File: config.mk
export PLATFORM = sky130hd
export DESIGN_NAME = io_confirm_ctrl
export DESIGN_NICKNAME = d
export VERILOG_FILES = /design/src/rtl/io_ctrl_pkg.sv /design/src/rtl/io_confirm_ctrl_btn_debounce.sv /design/src/rtl/io_confirm_ctrl.sv
export SDC_FILE = /design/constraint.sdc
export NUM_CORES = 1
export LEC_CHECK = 0
export BUFFER_PORTS_ARGS = -buffer_cell sky130_fd_sc_hd__buf_4
export CAP_MARGIN = 20
export CORE_AREA = 10 10 56 58
export CTS_BUF_LIST = sky130_fd_sc_hd__clkbuf_4 sky130_fd_sc_hd__clkbuf_8 sky130_fd_sc_hd__clkbuf_16
export CTS_CLUSTER_DIAMETER = 150
export DETAILED_ROUTE_END_ITERATION = 10
export DIE_AREA = 0 0 66 68
export PLACE_DENSITY = 0.74
export SLEW_MARGIN = 5
export SYNTH_ARGS = -nofsm -noshare
export SYNTH_HDL_FRONTEND = slang
export SYNTH_HIERARCHICAL = 1
export SYNTH_SLANG_ARGS = --single-unit
File: constraint.sdc
create_clock -name clk -period 1.7 [get_ports clk]
set_input_delay 0.17 -clock clk [delete_from_list [all_inputs] [get_ports clk]]
set_output_delay 0.17 -clock clk [all_outputs]
set_load 0.02 [all_outputs]
File: src/rtl/io_ctrl_pkg.sv
// Shared types and default sizing for the confirm-button IO read controller.
package io_ctrl_pkg;

  typedef enum logic [1:0] {
    IDLE       = 2'd0,
    WAIT_PRESS = 2'd1,
    ACK        = 2'd2
  } state_e;

  localparam int DATA_W_DEF          = 16;
  localparam int DEBOUNCE_CYCLES_DEF = 20;

endpackage

File: src/rtl/io_confirm_ctrl_btn_debounce.sv
// Confirm-button conditioning: 2-flop synchronizer, optional debounce, rising-edge pulse.
// Build option: IO_DEBOUNCE_EN enables the stable-cycle counter; otherwise btn_db is btn_sync registered once.
module btn_debounce
  import io_ctrl_pkg::*;
#(
  parameter int DEBOUNCE_CYCLES = DEBOUNCE_CYCLES_DEF
) (
  input  logic clk,
  input  logic rst,
  input  logic btn_raw,
  output logic btn_db,
  output logic press_pulse
);

  logic sync1_q;
  logic sync2_q;
  logic db_q;
  logic db_d;
  logic db_dly_q;

  if (DEBOUNCE_CYCLES < 1) begin : g_bad_cfg
    $error("btn_debounce: DEBOUNCE_CYCLES must be at least 1");
  end

  always_ff @(posedge clk or negedge rst) begin
    if (!rst) begin
      sync1_q <= 1'b0;
      sync2_q <= 1'b0;
    end else begin
      sync1_q <= btn_raw;
      sync2_q <= sync1_q;
    end
  end

`ifdef IO_DEBOUNCE_EN
  localparam int CNT_W = $clog2(DEBOUNCE_CYCLES + 1);
  localparam logic [CNT_W-1:0] CNT_LAST = CNT_W'(DEBOUNCE_CYCLES - 1);

  logic [CNT_W-1:0] cnt_q;
  logic [CNT_W-1:0] cnt_d;

  // Counter only climbs while sync disagrees with db; it is cleared on toggle, so it never wraps.
  always_comb begin
    cnt_d = '0;
    db_d  = db_q;
    if (sync2_q != db_q) begin
      if (cnt_q >= CNT_LAST) begin
        db_d = ~db_q;
      end else begin
        cnt_d = cnt_q + 1'b1;
      end
    end
  end

  always_ff @(posedge clk or negedge rst) begin
    if (!rst) begin
      cnt_q <= '0;
    end else begin
      cnt_q <= cnt_d;
    end
  end
`else
  always_comb begin
    db_d = sync2_q;
  end
`endif

  always_ff @(posedge clk or negedge rst) begin
    if (!rst) begin
      db_q     <= 1'b0;
      db_dly_q <= 1'b0;
    end else begin
      db_q     <= db_d;
      db_dly_q <= db_q;
    end
  end

  assign btn_db      = db_q;
  assign press_pulse = db_q & ~db_dly_q;

endmodule

File: src/rtl/io_confirm_ctrl.sv
// Stalls a CPU IO read until a fresh confirm-button press, then returns the latched switch value.
// Build option: IO_DEBOUNCE_EN (see btn_debounce) selects the debounced button path.
module io_confirm_ctrl
  import io_ctrl_pkg::*;
#(
  parameter int DATA_W          = DATA_W_DEF,
  parameter int DEBOUNCE_CYCLES = DEBOUNCE_CYCLES_DEF
) (
  input  logic              clk,
  input  logic              rst,
  input  logic              confirm_btn,
  input  logic [DATA_W-1:0] sw_data,
  input  logic              rd_req,
  output logic [DATA_W-1:0] rd_data,
  output logic              rd_valid,
  output logic              stall,
  output logic              wait_led
);

  logic btn_db;
  logic press_pulse;

  state_e            state_q;
  state_e            state_d;
  logic [DATA_W-1:0] rd_data_q;
  logic [DATA_W-1:0] rd_data_d;
  logic              rd_valid_q;
  logic              rd_valid_d;
  logic              wait_led_q;
  logic              wait_led_d;

  btn_debounce #(
    .DEBOUNCE_CYCLES(DEBOUNCE_CYCLES)
  ) u_btn_debounce (
    .clk        (clk),
    .rst        (rst),
    .btn_raw    (confirm_btn),
    .btn_db     (btn_db),
    .press_pulse(press_pulse)
  );

  // Presses are only consumed in WAIT_PRESS, so a pulse seen in IDLE is dropped.
  always_comb begin
    state_d    = state_q;
    rd_data_d  = rd_data_q;
    rd_valid_d = 1'b0;
    unique case (state_q)
      IDLE: begin
        if (rd_req) begin
          state_d = WAIT_PRESS;
        end
      end
      WAIT_PRESS: begin
        if (!rd_req) begin
          state_d = IDLE;
        end else if (press_pulse) begin
          rd_data_d  = sw_data;
          rd_valid_d = 1'b1;
          state_d    = ACK;
        end
      end
      ACK: begin
        state_d = IDLE;
      end
      default: begin
        state_d = IDLE;
      end
    endcase
    wait_led_d = (state_d == WAIT_PRESS);
  end

  always_ff @(posedge clk or negedge rst) begin
    if (!rst) begin
      state_q    <= IDLE;
      rd_data_q  <= '0;
      rd_valid_q <= 1'b0;
      wait_led_q <= 1'b0;
    end else begin
      state_q    <= state_d;
      rd_data_q  <= rd_data_d;
      rd_valid_q <= rd_valid_d;
      wait_led_q <= wait_led_d;
    end
  end

  // Combinational so the CPU freezes in the very cycle its request rises.
  assign stall    = (state_q == WAIT_PRESS) | ((state_q == IDLE) & rd_req);
  assign rd_data  = rd_data_q;
  assign rd_valid = rd_valid_q;
  assign wait_led = wait_led_q;

endmodule
# After elaboration in Yosys (flattened, before gate mapping)
# Cells that the tools add are included.
[totals]
register_bits = 24
input_bits = 20
output_inout_bits = 19
word_cells = 23
[classes]
eq_ne = 2
mux = 7
n_bitwise = 4
reduce_logical = 2
[ops]
columns = ["cell", "count"]
rows = [
  ["$mux 2", 3],
  ["$eq 2x1->1 const B", 2],
  ["$pmux 2 s2", 1],
  ["$mux 1", 3],
  ["$reduce_and 3->1", 1],
  ["$and 1x1->1", 2],
  ["$logic_not 2->1", 1],
  ["$not 1->1", 1],
  ["$or 1x1->1", 1],
]

# Longest topological paths before layout
# Gate-level depths: netlist of run 1.
[depth]
word_depth = 6
mapped_depth = 4
ltp_nobuf = 3

# Modules after synthesis
# Netlist of run 1, hierarchy kept.
[modules_own_cells]
columns = ["module", "instances", "cells_each", "area_each_um2", "seq_area_each_um2"]
rows = [
  ["io_confirm_ctrl", 1, 45, 777.0, 500.5],
  ["btn_debounce", 1, 5, 113.9, 100.1],
]

# Worst setup path before layout of run 1
# OpenSTA, ideal clock, no wires.
[synth_path]
path_kind = "register -> register"
start = "register u_btn_debounce.db_dly_q"
end = "register rd_data_q[0] (netlist: rd_data[0])"
setup_time_ns = 0.125
t_arrival_ns = 1.174
t_required_ns = 1.575
slack_ns = 0.400
path_stages_with_launch = 5
path_buffers = 1
period_less_slack_ns = 1.300
cell_sequence = "dfrtp_1 -> nor2b_4 -> nand4b_4 -> buf_6 -> mux2_4"
[synth_via]
elab_chain_len = 3
[synth_rtl]
columns = ["item", "line", "source"]
rows = [
  ["from (decl)", "io_confirm_ctrl_btn_debounce.sv:19", "logic db_dly_q;"],
  ["from (signal assigned)", "io_confirm_ctrl_btn_debounce.sv:74", "db_dly_q <= db_q;"],
  ["$not 1->1", "io_confirm_ctrl_btn_debounce.sv:79", "assign press_pulse = db_q & ~db_dly_q;"],
  ["$and 1x1->1", "io_confirm_ctrl_btn_debounce.sv:79", ""],
  ["via press_pulse", "io_confirm_ctrl.sv:21", "logic press_pulse;"],
  ["$reduce_and 3->1 (no line)", "--", ""],
  ["to (signal assigned)", "io_confirm_ctrl.sv:80", "rd_data_q <= rd_data_d;"],
  ["to (decl)", "io_confirm_ctrl.sv:25", "logic [DATA_W-1:0] rd_data_q;"],
]
# The timed path passes the listed nets, and every way through them passes these cells.
# A chain may end at the register's enable or synchronous reset.

# Worst setup path after layout of run 1
[layout_path]
start = "register u_btn_debounce.db_dly_q"
end = "register rd_data_q[14] (netlist: rd_data[14])"
# The elaborated chain is that of the path after synthesis.

==> run_results.csv, run 1 <==
group,metric,value,unit
run_status,status,"finished, final reports clean",
worst_setup_path,critPathKind,"flip-flop to flip-flop",
pwr,irDropWorstVdd,808,uV
sta,grt_setup_unrepaired,"false",
min_path,hold_path_class,"primary input to flip-flop",
route,drt_iter0_drc,24,
worst_setup_path,cp-start-kind,"flip-flop",
sta,slew_headroom,73.3,%
route,routed_wl,1900,um
sta,fin_skew,13.5,ps
floorplan,dieArea,0.00449,mm^2
floorplan,die_x,66,um
pwr,leakage,0.685,nW
floorplan,die_y,68,um
logic_synthesis,synth_top_area_share,67.4,%
logic_synthesis,netlist-cell-type-count,10,
floorplan,start_util,42.3,%
finish,num_antenna_cells,0,
logic_synthesis,yosys-top-cells-area,"dfrtp_1 67%, mux2_4 13%, mux2_2 10%",
run,drv_cap,0,
clocking,tritoncts,"done",
clocking,post_cts_resized,0,
global_route,grt_max_degree,25,
logic_synthesis,synth-seq-area-share,67.4,%
finish,fin_util,60.4,%
logic_synthesis,yosys_register_bits,24,
worst_setup_path,worstPathArrival,1670,ps
route,final_antenna_net_count,0,
route,vias_per_cell,4.56,
pwr,seqPwrFrac,45.3,%
route,dr.max_layer_used,"met4",
worst_setup_path,required,1910,ps
sta,fmax,684,MHz
sta,timing.final.crit_period,1460,ps
logic_synthesis,synth_common_cells,"24 x dfrtp_1, 8 x mux2_2, 8 x mux2_4",
worst_setup_path,end_kind,"flip-flop",
floorplan,rows,17,
worst_setup_path,crit_fanout,18,
route,dr_total_vias,552,
pwr,clockPowerShare,25.1,%
finish,final_cells,121,
finish,layout-drive-gt1-share,64.5,%
clocking,htreeDepth,1,
clocking,clkLatencyLatePin,320,ps
route,wl_met1,732,um
logic_synthesis,synth_top_cell_by_area,"dfrtp_1",
route,drc,0,
global_route,antenna_found_initial,0,
floorplan,io-pin-count,39,
clocking,cts.sinks,24,
pwr,switchingPower,0.452,mW
logic_synthesis,async_reset_ff_share,100,%
sta,fin_crit_sh,86.0,%
placed_design,placed_cells,115,
sta,tightest_slew,400,ps
sta,setup_viol,0,
logic_synthesis,ys_warn_count,6,
sta,finalMaxSlewViolations,0,
clocking,cts_inserted_buffers,3,
clocking,cts_max_path_buffers,2,
logic_synthesis,syn_inst,50,
global_route,gr-total-overflow,0,
logic_synthesis,synthFlopType,"dfrtp_1",
pwr,switching_share,27.9,%
clocking,clkTransAtPathRegs,140,ps
sta,tns,0,ps
global_route,grt_pass1_wl,3020,um
route,drt_pass1_iterations,3,
sta,hold_viol_final,0,
pwr,comb_power_share,29.6,%
logic_synthesis,synth.avg_cell_area,17.8,um^2
route,wl_per_cell,15.7,um
global_route,track_usage,8.86,%
route,wl_met3,172,um
clocking,cts_root_buf,"clkbuf_4",
logic_synthesis,netlist_area,891,um^2
logic_synthesis,synth_nets,70,
floorplan,core_area,0.00211,mm^2
logic_synthesis,synth_most_common_cell,"dfrtp_1",
finish,area_delta_synth_final,42.8,%
finish,nNetsFinal,114,
pwr,intPower,1.17,mW
route,wl_met2,969,um
global_route,grt_pass1_vias,643,
pwr,power_density,1270,mW/mm^2
logic_synthesis,synth_edf_count,0,
placed_design,gp_congestion,0.620,
placed_design,portBuffers,38,
==> layout by cell type, fill, tap and decap left out, drive strengths merged <==
cell / synthesis / final
dlygate4sd3: 0 / 2
nand2b: 1 / 1
inv: 2 / 2
bufinv: 0 / 1
a21oi: 2 / 2
nand4b: 1 / 1
buf: 1 / 38
nor2: 2 / 2
mux2: 16 / 16
dfrtp: 24 / 24
clkbuf: 0 / 3
nor2b: 1 / 1
==> power groups by stage <==
stage               clock [mW]  combinational, mW  sequential [mW]
floorplan                    0              0.128            0.862
CTS                      0.417              0.489            0.736
global placement             0              0.475            0.743
global route             0.446              0.511            0.750
finish                   0.407              0.480            0.734
detailed placement           0              0.487            0.742
==> kinds of logic after synthesis <==
| logic type | count (synthesis) | synth area share [%] |
|---|---|---|
| buf+inv | 3 | 2.11 |
| mux | 16 | 23.6 |
| flops | 24 | 67.4 |
| compound gates | 2 | 1.12 |
| simple gates | 5 | 5.76 |
==> timing repair <==
item                      in CTS  in global routing
hold buffers                   2                  0
hold endpoints to repair      25                  0
buffers inserted               0                  0
==> final timing paths <==
check                                         from                     to  slack, ps  cells past startpoint
setup / recovery           u_btn_debounce/db_dly_q            rd_data[14]        240                      3
hold / removal                          sw_data[2]             rd_data[2]         70                      2
setup reg to reg           u_btn_debounce/db_dly_q            rd_data[14]        240                      3
hold reg to reg                u_btn_debounce/db_d  u_btn_debounce/btn_db        370                      0
max in group asynchronous                      rst             state_q[1]       1190                      2
min in group asynchronous                      rst               wait_led        270                      2
==> critical path, cell delays in order (launching register included) <==
cell and delay (ps):
dfrtp_1 420, nor2b_4 160, nand4b_4 350, mux2_4 410
==> routing by layer <==
layer	up-vias	track usage, %
met4	0	4.71
li1	253	-
met5	-	0
met3	2	4.57
met2	22	14.1
met1	275	9.48
==> per-stage QoR <==
stage	hold slack [ps]	setup WS, ps	total power [mW]	area (um^2)
after global routing	48.2	187	1.71	1270
after global placement	76.0	303	1.22	1200
after floorplan	-126	400	0.990	891
after CTS	63.1	236	1.64	1270
final	67.0	238	1.62	1270
after detailed placement	79.7	257	1.23	1200
==> state kept, by name (all words and copies together) (netlist names) <==
register and cells:
rd_data 16, rd_valid 1, state_q 2, u_btn_debounce/btn_db 1, u_btn_debounce/db_d 1, u_btn_debounce/db_dly_q 1
u_btn_debounce/sync1_q 1, wait_led 1
==> layout make-up <==
| cell class | count | area, um^2 |
|---|---|---|
| Inverter | 2 | 7.51 |
| Tap cell | 28 | 35.0 |
| Clock buffer | 3 | 22.5 |
| Sequential cell | 24 | 601 |
| Clock inverter | 1 | 30.0 |
| Fill cell | 166 | 833 |
| Multi-Input combinational cell | 23 | 272 |
| Timing Repair Buffer | 40 | 305 |
(Power assumes the default switching activity.)
==> run 2, diff against run 1 <==
--- a/config.mk
+++ b/config.mk
@@ -12,7 +12,7 @@
 export CTS_CLUSTER_DIAMETER = 150
 export DETAILED_ROUTE_END_ITERATION = 10
 export DIE_AREA = 0 0 66 68
-export PLACE_DENSITY = 0.74
+export PLACE_DENSITY_LB_ADDON = 0.12
 export SLEW_MARGIN = 5
 export SYNTH_ARGS = -nofsm -noshare
 export SYNTH_HDL_FRONTEND = slang
==> run 2 against run 1 <==
  * Combinational power down 1%
  * Non-clock buffer count did not move
  * Register-to-register slack improved by 20 ps
  * Clock power down 41%
  * Sequential power about the same
  * Total power is 11% lower
  * Clock-buffer cell count unchanged
  * Via count down 1.1%
  * Largest power group unchanged
==> run_results.csv, run 2 (synthesis results as in run 1) <==
group,metric,value,unit
run_status,status,"finished, final reports clean",
worst_setup_path,r2r-start,"u_btn_debounce/db_dly_q",
pwr,irDropWorstVdd,620,uV
worst_setup_path,required,1900,ps
finish,largest_reg_flops,16,
clocking,hold_buffers,2,
clocking,cts_setup_buffers,0,
worst_setup_path,reg2reg_slack,260,ps
worst_setup_path,crit_buf_inv,0,
global_route,track_usage,8.43,%
sta,timing.final.crit_period,1440,ps
finish,final_cells,120,
route,vias_per_cell,4.55,
route,final_antenna_net_count,0,
sta,fin_skew,2.22,ps
clocking,tritoncts,"done",
global_route,antenna_found_initial,0,
route,wl_per_cell,15.0,um
clocking,cts_max_path_buffers,2,
global_route,grt_pass1_vias,645,
pwr,comb_power_share,32.8,%
worst_setup_path,critPathKind,"flip-flop to flip-flop",
pwr,power_density,1160,mW/mm^2
floorplan,dieArea,0.00449,mm^2
route,dr_total_vias,546,
floorplan,start_util,42.3,%
clocking,clkLatencyLatePin,300,ps
pwr,seqPwrFrac,50.7,%
min_path,whs_path_depth,2,
run,drv_cap,0,
pwr,intPower,1.01,mW
placed_design,gp_congestion,0.646,
worst_setup_path,end_kind,"flip-flop",
route,drt_pass1_iterations,3,
floorplan,die_x,66,um
clocking,cts.sinks,24,
pwr,switching_share,29.9,%
min_path,hold_path_class,"primary input to flip-flop",
sta,tightest_slew,391,ps
sta,fin_crit_sh,84.9,%
worst_setup_path,cp_slowest_cell,"dfrtp_1",
worst_setup_path,timing.rr.end,"rd_data[13]",
min_path,worstHoldStart,"sw_data[9]",
pwr,clockPowerShare,16.5,%
finish,multiInputGateArea,272,um^2
worst_setup_path,worstPathArrival,1650,ps
worst_setup_path,worstPathCellList,"nor2b_4, nand4b_4, mux2_4",
placed_design,portBuffers,38,
worst_setup_path,worstRegToRegCells,3,
route,drt_iter0_drc,14,
finish,nFillCells,172,
sta,hold_viol_final,0,
global_route,gr-total-overflow,0,
sta,finalMaxSlewViolations,0,
worst_setup_path,crit_fanout,18,
placed_design,dp_hpwl,1420,um
global_route,grt_max_degree,25,
pwr,switchingPower,0.432,mW
clocking,htreeDepth,1,
clocking,clkTransAtPathRegs,120,ps
clocking,post_cts_resized,0,
pwr,leakage,0.671,nW
min_path,worstHoldEndpoint,"rd_data[9]",
placed_design,post_dp_cell_area,0.00120,mm^2
finish,layout_common_cells,"38 x buf_4, 24 x dfrtp_1, 8 x mux2_4, 8 x mux2_2, 3 x clkbuf_4",
placed_design,placed_cells,115,
clocking,cts_inserted_buffers,3,
sta,slew_headroom,73.9,%
worst_setup_path,max_stage_delay,420,ps
finish,layout-drive-gt1-share,64.1,%
floorplan,core_area,0.00211,mm^2
sta,tns,0,ps
worst_setup_path,cpLargestDelayFamily,"simple AND/OR/NAND/NOR gates",
finish,nNetsFinal,114,
route,drc,0,
clocking,cts_root_buf,"clkbuf_4",
finish,num_antenna_cells,0,
sta,grt_setup_unrepaired,"false",
sta,fmax,693,MHz
finish,design_area,0.00124,mm^2
route,routed_wl,1800,um
finish,area_delta_synth_final,39.5,%
floorplan,rows,17,
finish,final_common_cell,"buf_4",
worst_setup_path,cp-start-kind,"flip-flop",
floorplan,io-pin-count,39,
floorplan,die_y,68,um
sta,setup_viol,0,
global_route,grt_pass1_wl,2950,um
finish,regArea,601,um^2
==> run 2: cell types whose count changed in the layout (fill, tap and decap cells not counted), sizes merged <==
| cell | previous run | this run |
|---|---|---|
| bufinv | 1 | 0 |
==> run 2: worst max-delay path by stage <==
stage / slack (ps) / end / cells past startpoint / startpoint
CTS: 220 / rd_data[0] / 3 / u_btn_debounce/db_dly_q
global route: 160 / rd_data[0] / 3 / u_btn_debounce/db_dly_q
detailed placement: 240 / rd_data[11] / 3 / u_btn_debounce/db_dly_q
floorplan: 400 / rd_data[0] / 4 / u_btn_debounce/db_dly_q
global placement: 280 / rd_data[14] / 3 / u_btn_debounce/db_dly_q
finish: 260 / rd_data[13] / 3 / u_btn_debounce/db_dly_q
==> run 2: metrics by stage <==
step	setup slack (ps)	power, mW	hold WS (ps)	util (%)
3_3_place_gp	275	1.22	81.4	57.0
2_1_floorplan	400	0.990	-126	-
4_1_cts	222	1.48	69.3	59.0
5_1_grt	156	1.52	69.2	59.0
3_5_place_dp	241	1.23	83.7	57.0
6_report	258	1.45	83.9	59.0
==> run 2: layer usage <==
| layer | vias up | track usage (%) | share of wire (%) |
|---|---|---|---|
| met2 | 23 | 14.3 | 50 |
| met5 | - | 0 | 0 |
| li1 | 256 | - | - |
| met1 | 265 | 8.72 | 38 |
| met3 | 2 | 4.57 | 11 |
| met4 | 0 | 3.14 | 0.94 |
==> run 2: power by group through the flow <==
stage / clock network [mW] / logic [mW] / registers (mW)
after floorplan: 0 / 0.128 / 0.862
after global placement: 0 / 0.476 / 0.747
after detailed placement: 0 / 0.481 / 0.748
after CTS: 0.254 / 0.485 / 0.737
after global routing: 0.268 / 0.503 / 0.750
final: 0.239 / 0.474 / 0.733
==> run 2: cell type report <==
class | instances | area share, %
inverter | 2 | 0.604
multi-input combinational | 23 | 21.9
sequential | 24 | 48.3
tap | 28 | 2.82
clock buffer | 3 | 1.81
timing repair buffer | 40 | 24.6
==> run 3, diff against run 2 <==
--- a/config.mk
+++ b/config.mk
@@ -5,6 +5,7 @@
 export SDC_FILE = /design/constraint.sdc
 export NUM_CORES = 1
 export LEC_CHECK = 0
+export ABC_AREA = 1
 export BUFFER_PORTS_ARGS = -buffer_cell sky130_fd_sc_hd__buf_4
 export CAP_MARGIN = 20
 export CORE_AREA = 10 10 56 58
==> constraint.sdc (replaced) <==
create_clock -name clk -period 1.4 [get_ports clk]
set_input_delay 0.14 -clock clk [delete_from_list [all_inputs] [get_ports clk]]
set_output_delay 0.14 -clock clk [all_outputs]
set_load 0.02 [all_outputs]
==> run 3 against run 2 <==
  * Register-to-register slack got worse by 20 ps
  * Total power is 27% higher
  * Area after synthesis is 0.28% higher
  * Utilization up 1.7 points
  * Clock-buffer cell count is the same
  * Hold slack got worse by 29 ps
  * Worst setup slack got worse by 37 ps
  * Sequential share of layout area fell by 1.3 points
  * Critical path type is now flip-flop to primary output
==> run_results.csv, run 3 <==
group,metric,value,unit
clocking,hold_buffers,2,
logic_synthesis,synthSimpleGateAreaFrac,28.0,%
global_route,track_usage,10.3,%
sta,slew_headroom,80.7,%
logic_synthesis,synth_most_common_cell,"nand2_1",
placed_design,post_dp_cell_area,0.00120,mm^2
route,dr.max_layer_used,"met4",
pwr,power_density,1440,mW/mm^2
sta,fin_skew,4.09,ps
worst_setup_path,end_kind,"primary output",
logic_synthesis,synth_nets,108,
placed_design,dp_hpwl,1690,um
floorplan,start_util,42.4,%
floorplan,die_y,68,um
finish,largest_reg_flops,16,
run,drv_cap,0,
run_status,status,"finished, final reports clean",
clocking,cts_inserted_buffers,3,
pwr,irDropWorstVdd,816,uV
floorplan,dieArea,0.00449,mm^2
route,routed_wl,2150,um
placed_design,portBuffers,38,
finish,final_cells,159,
clocking,clkTransAtPathRegs,130,ps
clocking,cts_max_path_buffers,2,
logic_synthesis,synth.avg_cell_area,10.2,um^2
clocking,cts_setup_buffers,0,
finish,layout-drive-gt1-share,37.4,%
clocking,tritoncts,"done",
route,final_antenna_net_count,0,
logic_synthesis,netlist-cell-type-count,13,
worst_setup_path,crit_fanout,4,
logic_synthesis,yosys-top-cells-area,"dfrtp_1 67%, nand2_1 14%, nand3_1 9.0%",
floorplan,io-pin-count,39,
logic_synthesis,muxShareOfSynthArea,0,%
finish,nNetsFinal,152,
sta,finalMaxSlewViolations,0,
logic_synthesis,synth_top_family_by_area,"simple AND/OR/NAND/NOR gates",
clocking,htreeDepth,1,
worst_setup_path,critPathKind,"flip-flop to primary output",
sta,grt_setup_unrepaired,"false",
logic_synthesis,synth_top_area_share,67.2,%
logic_synthesis,synthFlopType,"dfrtp_1",
sta,hold_viol_final,0,
logic_synthesis,yosys_register_bits,24,
logic_synthesis,synth_top_cell_by_area,"dfrtp_1",
logic_synthesis,synthXorXnorAreaFrac,0,%
floorplan,rows,17,
sta,tightest_slew,290,ps
route,drc,0,
logic_synthesis,async_reset_ff_share,100,%
clocking,post_cts_resized,0,
global_route,antenna_found_initial,0,
sta,timing.final.crit_period,1180,ps
logic_synthesis,synthAdderAreaFrac,0,%
sta,tns,0,ps
clocking,cts_root_buf,"clkbuf_4",
route,wl_met1,900,um
route,dr_total_vias,721,
route,wl_met2,993,um
worst_setup_path,reg2reg_slack,240,ps
global_route,grt_pass1_vias,765,
finish,final_common_cell,"buf_4",
logic_synthesis,synth_common_cells,"33 x nand2_1, 24 x dfrtp_1, 16 x nand3_1, 3 x inv_1",
logic_synthesis,synth_edf_count,0,
route,drt_iter0_drc,16,
route,vias_per_cell,4.53,
global_route,grt_pass1_wl,3590,um
worst_setup_path,required,1260,ps
finish,area_delta_synth_final,43.0,%
finish,design_area,0.00128,mm^2
finish,layout_common_cells,"40 x buf_4, 33 x nand2_1, 24 x dfrtp_1",
logic_synthesis,syn_inst,88,
logic_synthesis,synth_compound_area_share,0,%
logic_synthesis,netlist_area,893,um^2
route,drt_pass1_iterations,2,
logic_synthesis,synth-seq-area-share,67.2,%
route,wl_met3,238,um
route,wl_per_cell,13.5,um
global_route,gr-total-overflow,0,
worst_setup_path,worstPathArrival,1040,ps
sta,setup_viol,0,
floorplan,die_x,66,um
sta,fmax,848,MHz
finish,num_antenna_cells,0,
global_route,grt_max_degree,25,
pwr,leakage,0.725,nW
logic_synthesis,ys_warn_count,6,
clocking,clkLatencyLatePin,300,ps
sta,fin_crit_sh,84.3,%
placed_design,placed_cells,153,
placed_design,gp_congestion,0.753,
worst_setup_path,cp-start-kind,"flip-flop",
clocking,cts.sinks,24,
floorplan,core_area,0.00211,mm^2
pwr,power,1.84,mW
min_path,hold_path_class,"primary input to flip-flop",
## run 3: changes by cell type in the layout (fill, tap and decap cells not counted), moves of 2 or more
cell     before  now
nand2_1       0   33
nand3_1       0   16
mux2_2        8    0
mux2_4        8    0
a21oi_1       2    0
buf_4        38   40
inv_2         0    2
nor3_1        0    2
## run 3: per-layer routing
metal | up-vias | GRT usage (%)
li1 | 363 | -
met3 | 2 | 5.06
met5 | - | 0
met4 | 0 | 4.71
met2 | 25 | 16.1
met1 | 331 | 11.8
## run 3: path summary, 6_finish.rpt
kind	start	endpoint	cells after the start
setup / recovery	state_q[1]	stall	2
hold / removal	sw_data[12]	rd_data[12]	3
setup reg to reg	u_btn_debounce/db_dly_q	rd_data[14]	6
hold reg to reg	u_btn_debounce/db_d	u_btn_debounce/btn_db	0
max in group asynchronous	rst	rd_data[9]	2
min in group asynchronous	rst	u_btn_debounce/db_dly_q	2
## run 3: critical path, stage by stage (launching register included)
cell and delay, ps:
dfrtp_1 450, nor2_1 130, buf_4 150
## run 3: kinds of logic after synthesis
kind of cell / count (synthesis)
AND/OR/NAND/NOR: 56
buffers and inverters: 8
flip-flops: 24
## run 3: final cells by class
cell class                 instances  area, um^2
clock buffer                       3        22.5
fill                             200         828
sequential                        24         601
timing repair buffer              42         320
tap                               28        35.0
inverter                           5        18.8
multi-input combinational         56         250
clock inverter                     1        30.0
## run 3: report_power, final
group	internal (mW)	switching (mW)	leakage, nW
Combinational	0.216	0.274	0.397
Clock	0.289	0.193	0.0279
Sequential	0.804	0.0620	0.300
## run 3: through the flow
step | util [%] | hold slack, ps | worst slack, ps
2_1_floorplan | - | -156 | 339
3_3_place_gp | 57.2 | 47.2 | 298
3_5_place_dp | 57.2 | 56.5 | 241
4_1_cts | 60.7 | 41.3 | 189
5_1_grt | 60.7 | 45.9 | 108
6_report | 60.7 | 54.9 | 220
